File: config.mk
export PLATFORM = sky130hd
export DESIGN_NAME = midi_voice_ctrl
export DESIGN_NICKNAME = d
export VERILOG_FILES = /design/src/rtl/midi_voice_ctrl.sv
export SDC_FILE = /design/constraint.sdc
export NUM_CORES = 1
export LEC_CHECK = 0
export ABC_AREA = 1
export CAP_MARGIN = 25
export CORE_MARGIN = 2
export CORE_UTILIZATION = 51
export CTS_BUF_LIST = sky130_fd_sc_hd__clkbuf_8
export CTS_CLUSTER_SIZE = 10
export DETAILED_ROUTE_END_ITERATION = 10
export GPL_TIMING_DRIVEN = 0
export PLACE_DENSITY = 0.77
export SYNTH_ARGS = -nofsm -noshare
export SYNTH_HDL_FRONTEND = slang
export SYNTH_SLANG_ARGS = --single-unit
File: constraint.sdc
create_clock -name clk -period 3.72 [get_ports clk]
set_input_delay 0.744 -clock clk [delete_from_list [all_inputs] [get_ports clk]]
set_output_delay 0.744 -clock clk [all_outputs]
set_load 0.01 [all_outputs]
File: src/rtl/midi_voice_ctrl.sv
// rtl/midi_voice_ctrl.sv - MIDI Note On/Off parser and round-robin voice allocator (option: MIDI_ALL_NOTES_OFF_EN)
module midi_voice_ctrl #(
    parameter int         VOICE_BITS = 2,
    parameter logic [3:0] CHANNEL    = 4'd0,
    localparam int        NUM_VOICES = 2 ** VOICE_BITS
) (
    input  logic                    clk,
    input  logic                    rst,
    input  logic [7:0]              i_byte,
    input  logic                    i_byte_vld,
    output logic [NUM_VOICES-1:0]   o_gate,
    output logic [7*NUM_VOICES-1:0] o_note,
    output logic [7*NUM_VOICES-1:0] o_vel,
    output logic                    o_upd,
    output logic [VOICE_BITS-1:0]   o_upd_voice
);

    typedef enum logic [1:0] {
        s_STATUS,
        s_DATA1,
        s_DATA2
    } state_t;

    // Input capture stage (edge k)
    logic [7:0] byte_q;
    logic       byte_vld_q;

    // Parser state; rs_q[7] == 0 means no running status
    state_t     state_q, state_d;
    logic [7:0] rs_q, rs_d;
    logic [6:0] d1_q, d1_d;

    // Decoded message (edge k+1)
    logic       msg_on_q, msg_on_d;
    logic       msg_off_q, msg_off_d;
    logic       msg_alloff_q, msg_alloff_d;
    logic [6:0] msg_note_q, msg_note_d;
    logic [6:0] msg_vel_q, msg_vel_d;

    // Voice state (edge k+2)
    logic [NUM_VOICES-1:0] gate_q, gate_d;
    logic [6:0]            note_q [NUM_VOICES];
    logic [6:0]            note_d [NUM_VOICES];
    logic [6:0]            vel_q  [NUM_VOICES];
    logic [6:0]            vel_d  [NUM_VOICES];
    logic [VOICE_BITS-1:0] steal_q, steal_d;
    logic                  upd_d;
    logic [VOICE_BITS-1:0] upd_voice_d;

    logic                  match_found, free_found;
    logic [VOICE_BITS-1:0] match_idx, free_idx, tgt;

    // Register the raw byte so parsing happens one edge after sampling
    always_ff @(posedge clk or posedge rst) begin
        if (rst) begin
            byte_q     <= '0;
            byte_vld_q <= 1'b0;
        end else begin
            byte_q     <= i_byte;
            byte_vld_q <= i_byte_vld;
        end
    end

    // Parser state register and decoded-message register
    always_ff @(posedge clk or posedge rst) begin
        if (rst) begin
            state_q      <= s_STATUS;
            rs_q         <= '0;
            d1_q         <= '0;
            msg_on_q     <= 1'b0;
            msg_off_q    <= 1'b0;
            msg_alloff_q <= 1'b0;
            msg_note_q   <= '0;
            msg_vel_q    <= '0;
        end else begin
            state_q      <= state_d;
            rs_q         <= rs_d;
            d1_q         <= d1_d;
            msg_on_q     <= msg_on_d;
            msg_off_q    <= msg_off_d;
            msg_alloff_q <= msg_alloff_d;
            msg_note_q   <= msg_note_d;
            msg_vel_q    <= msg_vel_d;
        end
    end

    // Parser next state: running status, message framing and dispatch decode
    always_comb begin
        state_d      = state_q;
        rs_d         = rs_q;
        d1_d         = d1_q;
        msg_on_d     = 1'b0;
        msg_off_d    = 1'b0;
        msg_alloff_d = 1'b0;
        msg_note_d   = d1_q;
        msg_vel_d    = byte_q[6:0];
        if (byte_vld_q) begin
            if (byte_q >= 8'hF8) begin
                // real-time bytes are transparent to the parser
                state_d = state_q;
            end else if (byte_q >= 8'hF0) begin
                rs_d    = '0;
                state_d = s_STATUS;
            end else if (byte_q[7]) begin
                rs_d    = byte_q;
                state_d = s_DATA1;
            end else begin
                case (state_q)
                    s_DATA1: begin
                        if (rs_q[7:4] != 4'hC && rs_q[7:4] != 4'hD) begin
                            d1_d    = byte_q[6:0];
                            state_d = s_DATA2;
                        end
                    end
                    s_DATA2: begin
                        state_d = s_DATA1;
                        if (rs_q[3:0] == CHANNEL) begin
                            case (rs_q[7:4])
                                4'h8: msg_off_d = 1'b1;
                                4'h9: begin
                                    if (byte_q[6:0] == 7'd0) msg_off_d = 1'b1;
                                    else                     msg_on_d  = 1'b1;
                                end
`ifdef MIDI_ALL_NOTES_OFF_EN
                                4'hB: begin
                                    if (d1_q == 7'h7B || d1_q == 7'h78) msg_alloff_d = 1'b1;
                                end
`endif
                                default: msg_on_d = 1'b0;
                            endcase
                        end
                    end
                    default: state_d = s_STATUS;
                endcase
            end
        end
    end

    // Voice lookup: lowest gated voice holding the note, lowest free voice
    always_comb begin
        match_found = 1'b0;
        match_idx   = '0;
        free_found  = 1'b0;
        free_idx    = '0;
        for (int v = NUM_VOICES - 1; v >= 0; v--) begin
            if (gate_q[v] && note_q[v] == msg_note_q) begin
                match_found = 1'b1;
                match_idx   = VOICE_BITS'(v);
            end
            if (!gate_q[v]) begin
                free_found = 1'b1;
                free_idx   = VOICE_BITS'(v);
            end
        end
    end

    // Allocator: apply at most one voice change per decoded message
    always_comb begin
        gate_d      = gate_q;
        note_d      = note_q;
        vel_d       = vel_q;
        steal_d     = steal_q;
        upd_d       = 1'b0;
        upd_voice_d = '0;
        tgt         = steal_q;
        if (msg_on_q) begin
            if (match_found) begin
                tgt = match_idx;
            end else if (free_found) begin
                tgt = free_idx;
            end else begin
                tgt     = steal_q;
                steal_d = steal_q + 1'b1;
            end
            gate_d[tgt] = 1'b1;
            note_d[tgt] = msg_note_q;
            vel_d[tgt]  = msg_vel_q;
            upd_d       = 1'b1;
            upd_voice_d = tgt;
        end else if (msg_off_q) begin
            if (match_found) begin
                gate_d[match_idx] = 1'b0;
                upd_d             = 1'b1;
                upd_voice_d       = match_idx;
            end
        end else if (msg_alloff_q) begin
            gate_d = '0;
            upd_d  = 1'b1;
        end
    end

    // Voice register bank and update strobe
    always_ff @(posedge clk or posedge rst) begin
        if (rst) begin
            gate_q      <= '0;
            steal_q     <= '0;
            o_upd       <= 1'b0;
            o_upd_voice <= '0;
            for (int v = 0; v < NUM_VOICES; v++) begin
                note_q[v] <= '0;
                vel_q[v]  <= '0;
            end
        end else begin
            gate_q      <= gate_d;
            steal_q     <= steal_d;
            o_upd       <= upd_d;
            o_upd_voice <= upd_voice_d;
            for (int v = 0; v < NUM_VOICES; v++) begin
                note_q[v] <= note_d[v];
                vel_q[v]  <= vel_d[v];
            end
        end
    end

    assign o_gate = gate_q;

    for (genvar g = 0; g < NUM_VOICES; g++) begin : g_pack
        assign o_note[7*g +: 7] = note_q[g];
        assign o_vel[7*g +: 7]  = vel_q[g];
    end

endmodule

==> summary.txt, run 1 <==
Critical path
  – Worst Setup Start Kind: flip-flop
  – R2R Path Start: msg_note_q[6]
  – Crit path buffers/inverters: 1
  – WP data required: 2.98 ns
  – Critical Path AT: 1.44 ns
  – Worst r2r dst: o_vel[22]
  – Crit-path leading delay family: buffers and inverters
  – FF-to-FF setup slack: 1.62 ns
  – Crit-path cells: clkdlybuf4s50_1
  – CP max stage cell: clkdlybuf4s50_1
  – Crit-path max FO: 6
  – R2R depth: 13
  – Critical path type: reg -> out
  – Critical Path Sink Type: output pin
  – Max incr delay on CP: 0.59 ns

Timing
  – Final Cycle Share: 58.61%
  – Minimum clock period: 2.180 ns
  – Hold Fails Final Rpt: 0
  – Final setup fails: 0
  – Slew @ Worst Pin: 0.5821 ns
  – TNS Setup: 0 ns
  – Max-slew headroom: 61.20%
  – Clk_skew: 0.006831 ns
  – Fmax: 458.6 MHz
  – Final Max Slew Viols: 0
  – RSZ-0062 raised after global routing: no

CTS
  – Skew-Pair Late Insertion Delay: 0.37 ns
  – CTS clk-pin slew, worst paths: 0.11 ns
  – CTS sink count: 107
  – Post-CTS Setup Inserts: 0
  – Cts repair resizes: 0
  – Clock root cell: clkbuf_8
  – CTS Buffer Depth: 2
  – TritonCTS clock tree: built
  – H-tree lvl count: 3
  – CTS Hold Bufs: 0
  – TritonCTS buffer count: 9

Global routing
  – Global-route usage over all layers: 24.88%
  – Antenna violations before repair: 0
  – Largest net degree at the start of global routing: 62
  – First-pass GRT wire length: 19.78 mm
  – Vias in the first global route: 4,066
  – Total congestion overflow: 0

Finish
  – Layout cells sized above 1: 10.37%
  – Area Overhead vs Synth: 22.58%
  – Net count, final: 700
  – Fin util: 63.36%
  – Number of diodes: 0
  – Fill count: 829
  – Fin cells: 827

Floorplan
  – Die Footprint: 10,580 um2
  – Core box area: 9639 um2
  – Die width: 102.8 um
  – Die Y: 102.8 um
  – Initial Util: 51.69%
  – IO Pins: 74
  – Num rows: 36

Detailed routing
  – Final wirelength: 12.21 mm
  – Vias/cell: 5.125
  – WL/cell: 14.77 um
  – DR DRC count: 0
  – Starting DRC count in detailed routing: 300
  – Final ANT Viol Nets: 0
  – Via Count: 4,238
  – TritonRoute pass-1 iters: 6

Status
  – Status: complete, no violations

Placed design
  – DP Wirelength: 9.014 mm
  – # port buffers: 73
  – Dpl cells: 811
  – GP Congestion: 0.9593

Yosys
  – Synth warn: 0
  – Syn_area_per_cell: 8.249 um2
  – Library cells used by synthesis: 34
  – Yosys reg bits: 107
  – Net count after synthesis: 615
  – Mapped Cells: 604
  – Synth Cell Area: 4982 um2
  – Register area share after synthesis: 53.74%

Power and ir drop
  – Internal power: 0.001692 W
  – LEAKAGE: 3.093 nW
  – Psw: 0.0007927 W
  – Comb power frac: 19.8%
  – Sw Share: 31.90%
  – VDD IR max: 291.7 uV
  – Register share of total power: 51.5%
  – Cell Pwr Density: 406.9 nW/um2
  – Clock power share: 28.6%

Min path
  – Worst Hold Endpoint: msg_note_q[4]
  – Hold Path Class: reg -> reg
  – Hold Crit Start: d1_q[4]
  – Worst Hold Depth: 0

Job
  – MaxCap Viol Count: 0
==> cells in the mapped netlist (all sizes together) <==
master	n	share of area [%]
a22o	1	0.18
inv	65	5.2
dfrtp	107	54
o21bai	1	0.15
nor3b	1	0.15
a21oi	3	0.30
nor3	2	0.20
nand3	40	4.5
o21ai	54	5.5
nand2	251	20
o31ai	1	0.15
clkbuf	3	0.30
nand4	3	0.38
xnor2	2	0.35
o22ai	2	0.25
a21boi	1	0.15
or2	1	0.13
nor2	41	3.8
buf	20	3.8
nor4	5	0.63
==> layout make-up <==
cell class	count	area (um2)	share of cell area [%]
tap	133	166.4	2.725
clock inverter	6	60.06	0.9834
buffer	23	203.9	3.339
clock buffer	10	137.6	2.254
timing repair buffer	74	758.2	12.42
multi-input combinational	409	1842	30.16
sequential	107	2678	43.84
inverter	65	261.5	4.282
==> routing by layer <==
layer,track usage [%],vias to the layer above,part of all wire (%)
met5,0,-,0
met4,11.13,0,3.3
met3,3.932,32,6.2
met2,41.88,163,51
met1,31.95,2000,40
li1,-,2043,-
==> kinds of logic after synthesis <==
family                    synth area share [%]
AOI/OAI and AO/OA                        6.680
DFF                                      53.74
xor gates and xnor gates                0.3516
buffers and inverters                    9.292
and+or+nand+nor                          29.93
==> sequential cells by signal, indices dropped and copies added, names as in the netlist, 2 cells and up <==
signal,cells
o_vel,28
o_upd_voice,2
o_gate,4
msg_vel_q,7
steal_q,2
byte_q,8
o_note,28
state_q,2
msg_note_q,7
d1_q,7
rs_q,8
==> per-stage QoR <==
stage | setup WS [ns] | hold WS [ns] | instance area (um2) | power (W)
global placement | -1.164 | 0.3628 | 5879 | 0.001769
detailed placement | 1.664 | 0.3627 | 5909 | 0.001793
finish | 1.540 | 0.3872 | 6107 | 0.002485
floorplan | 0.1588 | 0.3537 | 4982 | 0.001652
global route | 1.417 | 0.4006 | 6107 | 0.002613
CTS | 1.530 | 0.3889 | 6107 | 0.002503
==> placed cells by master (no fill, tap or decap), types with 3 or more instances in the layout <==
| cell | n |
|---|---|
| inv_1 | 54 |
| a21oi_1 | 3 |
| nand2_2 | 5 |
| dfrtp_1 | 107 |
| nand4_1 | 3 |
| nand2_4 | 4 |
| buf_6 | 7 |
| clkdlybuf4s50_1 | 73 |
| clkbuf_8 | 10 |
| nor2_2 | 3 |
| nor2_4 | 4 |
| nor2_1 | 34 |
| clkbuf_2 | 3 |
| o21ai_1 | 8 |
| inv_4 | 7 |
| inv_8 | 3 |
| o21ai_0 | 45 |
| nand3_1 | 38 |
| nand2_1 | 241 |
| inv_2 | 4 |
| nor4_1 | 5 |
| buf_2 | 6 |
| buf_4 | 4 |
==> how the worst max path moves through the flow <==
| stage | from | slack, ns | depth (start not counted) | end |
|---|---|---|---|---|
| floorplan | rst | 0.16 | 1 | byte_q[0] |
| global placement | rst | -1.16 | 2 | o_vel[13] |
| detailed placement | msg_note_q[0] | 1.66 | 14 | o_note[26] |
| CTS | o_gate[2] | 1.53 | 1 | o_gate[2] |
| global route | msg_note_q[6] | 1.42 | 15 | o_note[26] |
| finish | o_gate[2] | 1.54 | 1 | o_gate[2] |
==> power groups by stage <==
| stage | Combinational [W] | Clock [W] | Sequential, W |
|---|---|---|---|
| final | 0.000493 | 0.000711 | 0.00128 |
| after global placement | 0.000468 | 0 | 0.00130 |
| after global routing | 0.000551 | 0.000772 | 0.00129 |
| after detailed placement | 0.000490 | 0 | 0.00130 |
| after CTS | 0.000494 | 0.000728 | 0.00128 |
| after floorplan | 0.000360 | 0 | 0.00129 |
No activity file was read; power rests on OpenSTA's default activity.
==> inputs of run 2 (changes only) <==
- clock period: 3.72 -> 1.8 ns (I/O delays scaled with it)
==> summary.txt, run 2 (synthesis gave the netlist of run 1 again) <==
Global routing
  – Total congestion overflow: 0
  – Largest net degree at the start of global routing: 44
  – Vias in the first global route: 4,682
  – Antenna violations before repair: 0
  – Global-route usage over all layers: 27.69%
  – First-pass GRT wire length: 22.20 mm

Timing
  – Max-slew headroom: 54.14%
  – RSZ-0062 raised after global routing: yes
  – Hold Fails Final Rpt: 0
  – Worst Hold Slack: 0.3858 ns
  – Clk_skew: 0.008367 ns
  – Final Max Slew Viols: 0
  – Slew @ Worst Pin: 0.6865 ns
  – Fmax: 485.6 MHz
  – Final WS setup: -0.2594 ns
  – TNS Setup: -12.51 ns
  – Minimum clock period: 2.059 ns
  – Final setup fails: 65
  – Final Cycle Share: 114.4%

Detailed routing
  – Vias/cell: 5.470
  – WL/cell: 17.94 um
  – DR DRC count: 0
  – Starting DRC count in detailed routing: 342
  – TritonRoute pass-1 iters: 5
  – Final ANT Viol Nets: 0
  – Final wirelength: 15.50 mm
  – Via Count: 4,726

CTS
  – TritonCTS clock tree: built
  – CTS Buffer Depth: 2
  – CTS clk-pin slew, worst paths: 0.11 ns
  – Clock root cell: clkbuf_8
  – CTS Hold Bufs: 0
  – TritonCTS buffer count: 9
  – H-tree lvl count: 3
  – CTS sink count: 107
  – Skew-Pair Late Insertion Delay: 0.38 ns

Critical path
  – R2R depth: 13
  – R2R Path Start: msg_note_q[1]
  – Worst Setup Start Kind: flip-flop
  – Critical Path AT: 2.34 ns
  – Critical path type: reg -> reg
  – Critical Path Sink Type: flip-flop
  – Setup crit start: msg_note_q[1]
  – FF-to-FF setup slack: -0.26 ns
  – Crit-path max FO: 8
  – WP data required: 2.08 ns

Power and ir drop
  – LEAKAGE: 3.384 nW
  – Comb power frac: 25.8%
  – VDD IR max: 672.1 uV
  – Psw: 0.001928 W
  – Clock power share: 26.7%
  – Internal power: 0.003691 W
  – Cell Pwr Density: 802.7 nW/um2
  – Sw Share: 34.31%
  – Register share of total power: 47.5%

Finish
  – Area Overhead vs Synth: 40.48%
  – Layout cells sized above 1: 26.95%
  – Commonest non-fill, non-tap cell in the layout: nand2_1
  – Fin cells: 864
  – Number of diodes: 0
  – Most frequent cells in the layout: 211 x nand2_1, 99 x dfrtp_1, 73 x clkdlybuf4s50_1
  – Net count, final: 737

Status
  – Status: complete, but fails checks
  – Failing checks: setup timing

Min path
  – Hold Path Class: reg -> reg
  – Hold Crit Start: d1_q[0]
  – Worst Hold Depth: 0

Placed design
  – DP Worst Slack: -0.2705 ns
  – DP Wirelength: 9.346 mm
  – Dpl cells: 812
  – # port buffers: 73
  – GP Congestion: 0.9541

Floorplan
  – Die width: 102.8 um
  – Num rows: 36
  – Die Footprint: 10,580 um2
  – Core box area: 9639 um2
  – IO Pins: 74
  – Die Y: 102.8 um
  – Initial Util: 51.69%

Job
  – MaxCap Viol Count: 0
-- run 2: what timing repair did --
action	in CTS	in global routing
buffers inserted	20	10
resized for setup	47	122
endpoints found under the setup margin	72	86
cloned	3	4
pin swaps	13	56
-- run 2: power by group through the flow --
stage	registers [W]	clock network [W]	logic, W
after CTS	0.00265	0.00151	0.00120
after global routing	0.00268	0.00160	0.00156
after global placement	0.00269	0	0.000974
after floorplan	0.00267	0	0.000744
after detailed placement	0.00270	0	0.00102
final	0.00267	0.00150	0.00145
-- run 2: final cells by class --
class	instances	area, um2
fill	698	2640
tap	133	166.4
multi-input combinational	409	2238
timing repair buffer	111	1137
sequential	107	2688
inverter	65	280.3
clock buffer	9	123.9
buffer	23	285.3
clock inverter	7	80.08
-- run 2: critical path, cell delays in order (launching register included) --
cell       delay (ns)
dfrtp_1          0.39
buf_6            0.15
a21boi_0         0.22
nand2_1          0.08
nor2_1           0.12
nand2_2          0.09
nand2_1          0.08
nand2_2          0.07
nand2_4          0.11
nand2_8          0.11
buf_12           0.18
clkbuf_16        0.16
o21ai_2          0.11
nand2_1          0.06
-- run 2: final timing paths --
| kind | end |
|---|---|
| worst max-delay path | o_vel[17] |
| min in group asynchronous | o_note[3] |
| max in group asynchronous | o_gate[2] |
| worst min-delay path | msg_note_q[0] |
| worst min register to register | msg_note_q[0] |
| worst max register to register | o_vel[17] |
-- run 2: layer usage --
| layer | up-vias | routed length [um] | global-route usage, % |
|---|---|---|---|
| met2 | 219 | 8095 | 47.36 |
| met3 | 73 | 947 | 6.169 |
| li1 | 2132 | - | - |
| met4 | 0 | 731 | 13.36 |
| met1 | 2302 | 5728 | 33.30 |
| met5 | - | 0 | 0 |
-- run 2: per-stage QoR --
step	area (um2)	utilization, %	power (W)
floorplan	4986	-	0.003415
global placement	5883	61.03	0.003662
detailed placement	5923	61.45	0.003718
CTS	6446	66.87	0.005368
global route	6999	72.61	0.005846
finish	6999	72.61	0.005618
